[src/rtl/spm_seq_ctrl.sv]
// Sequencer for the serial-parallel multiplier: clears the array, streams y LSB-first,
// gathers the 2*WIDTH-bit serial product and hands it out on a valid/ready port.
module spm_seq_ctrl #(
    parameter  int WIDTH = 32,
    parameter  int P_LAT = 1,
    localparam int CNT_W = $clog2(2*WIDTH+P_LAT+1)
) (
    input  logic               clk,
    input  logic               rst,
    input  logic               in_valid,
    output logic               in_ready,
    input  logic [WIDTH-1:0]   in_x,
    input  logic [WIDTH-1:0]   in_y,
    output logic               out_valid,
    input  logic               out_ready,
    output logic [2*WIDTH-1:0] out_p,
    output logic               busy,
    output logic               spm_clr,
    output logic [WIDTH-1:0]   spm_x,
    output logic               spm_y,
    input  logic               spm_p
);

    typedef enum logic [1:0] {S_IDLE, S_CLEAR, S_RUN, S_DONE} state_t;

    localparam logic [CNT_W-1:0] RUN_LAST = CNT_W'(2*WIDTH+P_LAT-1);
    localparam logic [CNT_W-1:0] Y_LAST   = CNT_W'(WIDTH-1);
    localparam logic [CNT_W-1:0] SMP_FROM = CNT_W'(P_LAT);

    state_t               state_q, state_d;
    logic [CNT_W-1:0]     cnt_q, cnt_d;
    logic [WIDTH-1:0]     y_sh_q, y_sh_d;
    logic [2*WIDTH-1:0]   p_sh_q, p_sh_d;
    logic [WIDTH-1:0]     spm_x_q, spm_x_d;
    logic                 spm_y_q, spm_y_d;
    logic                 spm_clr_q, spm_clr_d;
    logic                 out_valid_q, out_valid_d;
    logic [2*WIDTH-1:0]   out_p_q, out_p_d;
    logic                 busy_q, busy_d;

    always_ff @(posedge clk or negedge rst) begin
        if (!rst) begin
            state_q     <= S_IDLE;
            cnt_q       <= '0;
            y_sh_q      <= '0;
            p_sh_q      <= '0;
            spm_x_q     <= '0;
            spm_y_q     <= 1'b0;
            spm_clr_q   <= 1'b0;
            out_valid_q <= 1'b0;
            out_p_q     <= '0;
            busy_q      <= 1'b0;
        end else begin
            state_q     <= state_d;
            cnt_q       <= cnt_d;
            y_sh_q      <= y_sh_d;
            p_sh_q      <= p_sh_d;
            spm_x_q     <= spm_x_d;
            spm_y_q     <= spm_y_d;
            spm_clr_q   <= spm_clr_d;
            out_valid_q <= out_valid_d;
            out_p_q     <= out_p_d;
            busy_q      <= busy_d;
        end
    end

    always_comb begin
        state_d = state_q;
        case (state_q)
            S_IDLE:  if (in_valid)            state_d = S_CLEAR;
            S_CLEAR:                          state_d = S_RUN;
            S_RUN:   if (cnt_q == RUN_LAST)   state_d = S_DONE;
            S_DONE:  if (out_ready)           state_d = S_IDLE;
            default:                          state_d = S_IDLE;
        endcase
    end

    // Outputs are registered, so each branch computes what the next cycle presents.
    always_comb begin
        cnt_d       = cnt_q;
        y_sh_d      = y_sh_q;
        p_sh_d      = p_sh_q;
        spm_x_d     = spm_x_q;
        spm_y_d     = 1'b0;
        spm_clr_d   = 1'b0;
        out_valid_d = out_valid_q;
        out_p_d     = out_p_q;
        busy_d      = (state_d != S_IDLE);
        case (state_q)
            S_IDLE: begin
                if (in_valid) begin
                    spm_x_d   = in_x;
                    y_sh_d    = in_y;
                    spm_clr_d = 1'b1;
                end
            end
            S_CLEAR: begin
                cnt_d   = '0;
                spm_y_d = y_sh_q[0];
                y_sh_d  = y_sh_q >> 1;
            end
            S_RUN: begin
                cnt_d   = cnt_q + 1'b1;
                // Upper WIDTH y bits go out as zero to flush the carry-save array.
                spm_y_d = (cnt_q < Y_LAST) ? y_sh_q[0] : 1'b0;
                y_sh_d  = y_sh_q >> 1;
                if (cnt_q >= SMP_FROM)
                    p_sh_d = {spm_p, p_sh_q[2*WIDTH-1:1]};
                if (cnt_q == RUN_LAST) begin
                    out_p_d     = p_sh_d;
                    out_valid_d = 1'b1;
                end
            end
            S_DONE: begin
                if (out_ready)
                    out_valid_d = 1'b0;
            end
            default: ;
        endcase
    end

    assign in_ready  = (state_q == S_IDLE);
    assign out_valid = out_valid_q;
    assign out_p     = out_p_q;
    assign busy      = busy_q;
    assign spm_clr   = spm_clr_q;
    assign spm_x     = spm_x_q;
    assign spm_y     = spm_y_q;

endmodule
[config.mk]
export PLATFORM = sky130hd
export DESIGN_NAME = spm_seq_ctrl
export DESIGN_NICKNAME = d
export VERILOG_FILES = /design/src/rtl/spm_seq_ctrl.sv
export SDC_FILE = /design/constraint.sdc
export NUM_CORES = 1
export LEC_CHECK = 0
export CAP_MARGIN = 15
export CORE_MARGIN = 3
export CORE_UTILIZATION = 51
export CTS_CLUSTER_SIZE = 30
export DETAILED_ROUTE_END_ITERATION = 10
export PLACE_DENSITY = 0.8
export SKIP_LAST_GASP = 1
export SLEW_MARGIN = 20
export SYNTH_ARGS = -nofsm -noshare
export SYNTH_HDL_FRONTEND = slang
export SYNTH_SLANG_ARGS = --single-unit
[constraint.sdc]
create_clock -name clk -period 2.2 [get_ports clk]
set_clock_uncertainty 0.1 [all_clocks]
set_input_delay 0.66 -clock clk [delete_from_list [all_inputs] [get_ports clk]]
set_output_delay 0.66 -clock clk [all_outputs]
set_load 0.005 [all_outputs]
**Word level (Yosys, flattened, before mapping)**

Index checks and enable logic that the tools add are counted.

- Register bits: 205
- Latch bits: 0
- Bits in writable memories: 0
- Bits in read-only memories: 0
- Input bits: 69
- Output and inout port bits: 101
- Logic and storage cells: 45
- Memories kept: 0

- Add/sub/neg operators: 1
- Multiply operators: 0
- Divide/modulo/power cells: 0
- Order comparisons: 2
- Eq/ne operators: 7
- Shift operators: 0
- Mux-type cells: 15
- Bitwise operators: 0
- Reduce and logical (&&, ||, !) cells: 10

Operator list:

| cell | count |
|---|---|
| 2-to-1 mux 64 bit | 1 |
| one-hot mux 32 bit (2 select lines) | 1 |
| 2-to-1 mux 32 bit | 1 |
| one-hot mux 7 bit (2 select lines) | 1 |
| one-hot mux 2 bit (4 select lines) | 1 |
| nonzero test 2 bit | 4 |
| adder 7 x 1 -> 7 bit, second input constant | 1 |
| equality test 7 bit, second input constant | 1 |
| greater-or-equal comparator 7 x 1 -> 1 bit, second input constant | 1 |
| < comparator 7 x 5 -> 1 bit, second input constant | 1 |
| 2-to-1 mux 2 bit | 3 |
| inequality test 2 bit, second input constant | 3 |
| AND reduction 2 bit | 3 |
| 2-to-1 mux 1 bit | 5 |
| equality test 2 bit, second input constant | 2 |
| one-hot mux 1 bit (2 select lines) | 2 |
| AND reduction 3 bit | 1 |
| equality test 2 x 1 -> 1 bit, second input constant | 1 |
| logical NOT 2 bit | 1 |
| OR reduction 2 bit | 1 |

**Longest topological paths before layout**

- Word-level depth: 4
- Mapped depth: 9
- Mapped depth without buffers: 6

**Worst setup path after synthesis**

OpenSTA, ideal clock, no wires.

- Path type: register to register
- Start: register cnt_q[0]
- End: register p_sh_q[10]
- Setup time: 0.125 ns
- Data arrival time: 1.676 ns
- Data required time: 1.975 ns
- Path slack: 0.299 ns
- Cell stages (with the launch flop): 7
- Buffers on the path: 1
- Clock period less this slack: 1.901 ns
- Cell sequence: dfrtp_1 -> ha_1 -> nor4_2 -> nand3_2 -> nand2_8 -> buf_12 -> mux2_4

- Word-level cells in the longest chain between the ends: 2

Ends and longest elaborated chain:

| what | line | source |
|---|---|---|
| start: declaration | 31 | `logic [CNT_W-1:0] cnt_q, cnt_d;` |
| start signal: assignment | 55 | `cnt_q <= cnt_d;` |
| greater-or-equal comparator 7 x 1 -> 1 bit | 107 | `if (cnt_q >= SMP_FROM)` |
| 2-to-1 mux 64 bit | 107 |  |
| end signal: assignment | 57 | `p_sh_q <= p_sh_d;` |
| end: declaration | 33 | `logic [2*WIDTH-1:0] p_sh_q, p_sh_d;` |

Every way passes these cells.
A chain may end at the register's enable or synchronous reset.

**Worst setup path in the final report**

- Start: register state_q[1]
- End: output in_ready

- Word-level cells in the longest chain between the ends: 1

Ends and longest elaborated chain:

| what | line | source |
|---|---|---|
| start: declaration | 30 | `state_t state_q, state_d;` |
| start signal: assignment | 54 | `state_q <= state_d;` |
| logical NOT 2 bit | 122 | `assign in_ready = (state_q == S_IDLE);` |
| end: declaration | 11 | `output logic in_ready,` |

Every way passes these cells.

==> impl_metrics.yaml <==
status:
  status: "complete, no violations"
grt:
  grt_pass1_wl_um: 28400
  grtUsageMet1: 0.261
  antenna_found_initial: 0
  grt_busiest_layer: "met2"
  grtUsageTotal: 0.188
  grtUsageMet3: 0.0276
  grt_max_degree: 68
  use_met2: 0.311
  grt_overflow: 0
  grt_pass1_vias: 5717
yosys:
  synth_edf_count: 0
  synthArstFlopShare: 1.00
  yosysWarningCount: 0
  yosys.area.top_type_share: 0.604
  ys_seq_elements: 204
  synth_area_um2: 8450
  syn_area_per_cell_um2: 12.3
  synth_cells: 687
  yosysTopAreaCell: "dfrtp_1"
  seq_area_frac_synth: 0.604
  synth_top_cells_by_area: "dfrtp_1 (60%), mux2_4 (10%), nand2_1 (10%)"
  ys.flop_type: "dfrtp_1"
  ys_types: 37
  syn-num-nets: 763
drt:
  dr_total_vias: 5535
  vias_per_cell: 5.01
  wl_per_cell_um: 15.1
  route.detailed.drc: 0
  ant_nets: 0
  drtIter0Drc: 238
  drt_wl_total_um: 16700
  drtPass1Iterations: 6
layout:
  antenna_cells: 0
  layout-drive-gt1-share: 0.191
  design_area_um2: 11200
  fin_nets: 952
  syn2layout_area_growth_pct: 32.7
clocking:
  path_clk_slew_ns: 0.06
  cts_buffers: 21
  clockBufferDepth: 3
  clk_latency_ns: 0.48
  h-tree-depth: 1
  cts.sinks: 204
  cts_tree: "done"
  cts-root-buf: "clkbuf_16"
worst_setup_path:
  critPathLaunch: "state_q[1]"
  slowest_delay_ns: 0.40
  path_class: "flop to output pin"
  r2r-start: "cnt_q[1]"
  cp.required_ns: 1.44
  r2r_end: "p_sh_q[3]"
  critPathBufInv: 2
  start_kind: "flop"
  crit_slowest_cell: "dfrtp_1"
  r2r_slack_ns: 0.18
  crit_family: "flip-flops"
  critPathMaxFanout: 6
  worst_setup_path_end_kind: "output pin"
  rr_worst_depth: 7
  cp_cell_sequence: "inv_2 -> ha_4 -> clkdlybuf4s15_1"
  worstPathArrival_ns: 1.39
floorplanning:
  die_x_um: 135
  ios: 170
  die_area_um2: 18100
  core_um2: 16100
  rows: 46
  initial_core_util: 0.526
  die_y_um: 135
flow_run:
  cap_violations: 0
min_path:
  hp-class: "input pin to async pin"
sta:
  max_freq_mhz: 465
  setup_viol: 0
  slew_viol_final: 0
  maxSlewHeadroom: 0.607
  hold_viol: 0
  min_period_over_period: 0.978
  worst_slack_ns: 0.0489
  fin_crit_ns: 2.15
  worst_pin_slew_ns: 0.589
power:
  power.total_mw: 7.52
  leakagePower_nw: 5.56
  power.density_nw_per_um2: 671
  vdd_drop_max_mv: 0.434
placement:
  placed_area_um2: 10500
  pre_cts_slack_ns: -0.0199
  gp_congestion: 0.801
  place.port_buffers: 169
  hpwl_um: 11300
cells in the mapped netlist, types with 2 or more instances:
library cell	n
buf_6	4
clkbuf_1	3
nor3b_1	2
o21ai_0	37
nand2b_1	2
a21o_1	3
a21oi_1	4
inv_1	8
dfrtp_1	204
mux2_4	59
nor4_1	2
buf_2	22
nand2_1	230
mux2_2	36
mux2i_1	32
ha_1	7
o22ai_1	3
nand3_1	5
buf_12	6
registers in the layout (all words and copies together), names as in the netlist, 2 cells and up:
name     cells
out_p       64
p_sh_q      63
state_q      2
spm_x       32
y_sh_q      32
cnt_q        7
metal layers:
metal  share of wire  vias to the layer above
li1                -                     2655
met1            0.44                     2734
met2            0.50                      112
met3           0.041                       34
met4           0.025                        0
met5               0                        -
cell usage in the layout (no fill, tap or decap), types with 2 or more instances in the layout:
cell             count
nand2_1            230
dfrtp_1            204
clkdlybuf4s50_1    166
mux2_4              59
o21ai_0             37
mux2_2              36
mux2i_1             32
clkbuf_16           21
buf_4               20
buf_12              13
inv_1                6
ha_1                 6
clkbuf_1             6
nand3_1              5
clkbuf_8             5
a21oi_1              4
clkinv_2             4
a21o_1               3
o22ai_1              3
inv_2                2
nor3b_1              2
nor4_1               2
area by class of cell:
cell class	instances	area [um2]
well taps	216	270
repair buffers	202	2110
inverters	8	30.0
multi-input cells	439	3050
flip-flops and latches	204	5100
clock buffers	31	603
clock inverters	5	50.0
fillers	1178	4840
power by group:
part	internal (mW)	switching [mW]	leakage (nW)
Clock	2.01	1.38	0.324
Sequential	3.80	0.0424	2.70
Combinational	0.190	0.107	2.54
cells by family after synthesis:
family	count (synthesis)	share of synthesized area
compound gates	54	0.0357
fa+ha+maj	7	0.0104
buf+inv	44	0.0384
flops	204	0.604
mux	127	0.191
simple gates	251	0.121
repair_timing:
item	4_1_cts	5_1_grt
setup endpoints to repair	1	2
setup buffers	1	2
hold buffers	0	0
gates resized for setup	5	1
pin swaps	0	0
worst max path at each step:
stage / endpoint / slack, ns / cells past startpoint
after global placement: spm_x[27] / 0.001 / 4
final: in_ready / 0.05 / 3
after global routing: in_ready / -0.007 / 3
after detailed placement: spm_x[13] / -0.02 / 4
after CTS: out_p[1] / 0.01 / 1
after floorplan: p_sh_q[10] / 0.30 / 6
through the flow:
step | cells | hold slack, ns | util | setup TNS [ns]
CTS | 1103 | 0.0870 | 0.697 | 0
floorplan | 687 | 0.264 | - | 0
global placement | 1066 | 0.349 | 0.656 | 0
finish | 1105 | 0.0826 | 0.698 | 0
global route | 1105 | 0.0885 | 0.698 | -0.00721
detailed placement | 1066 | 0.355 | 0.656 | -0.243
(Power assumes the default switching activity.)
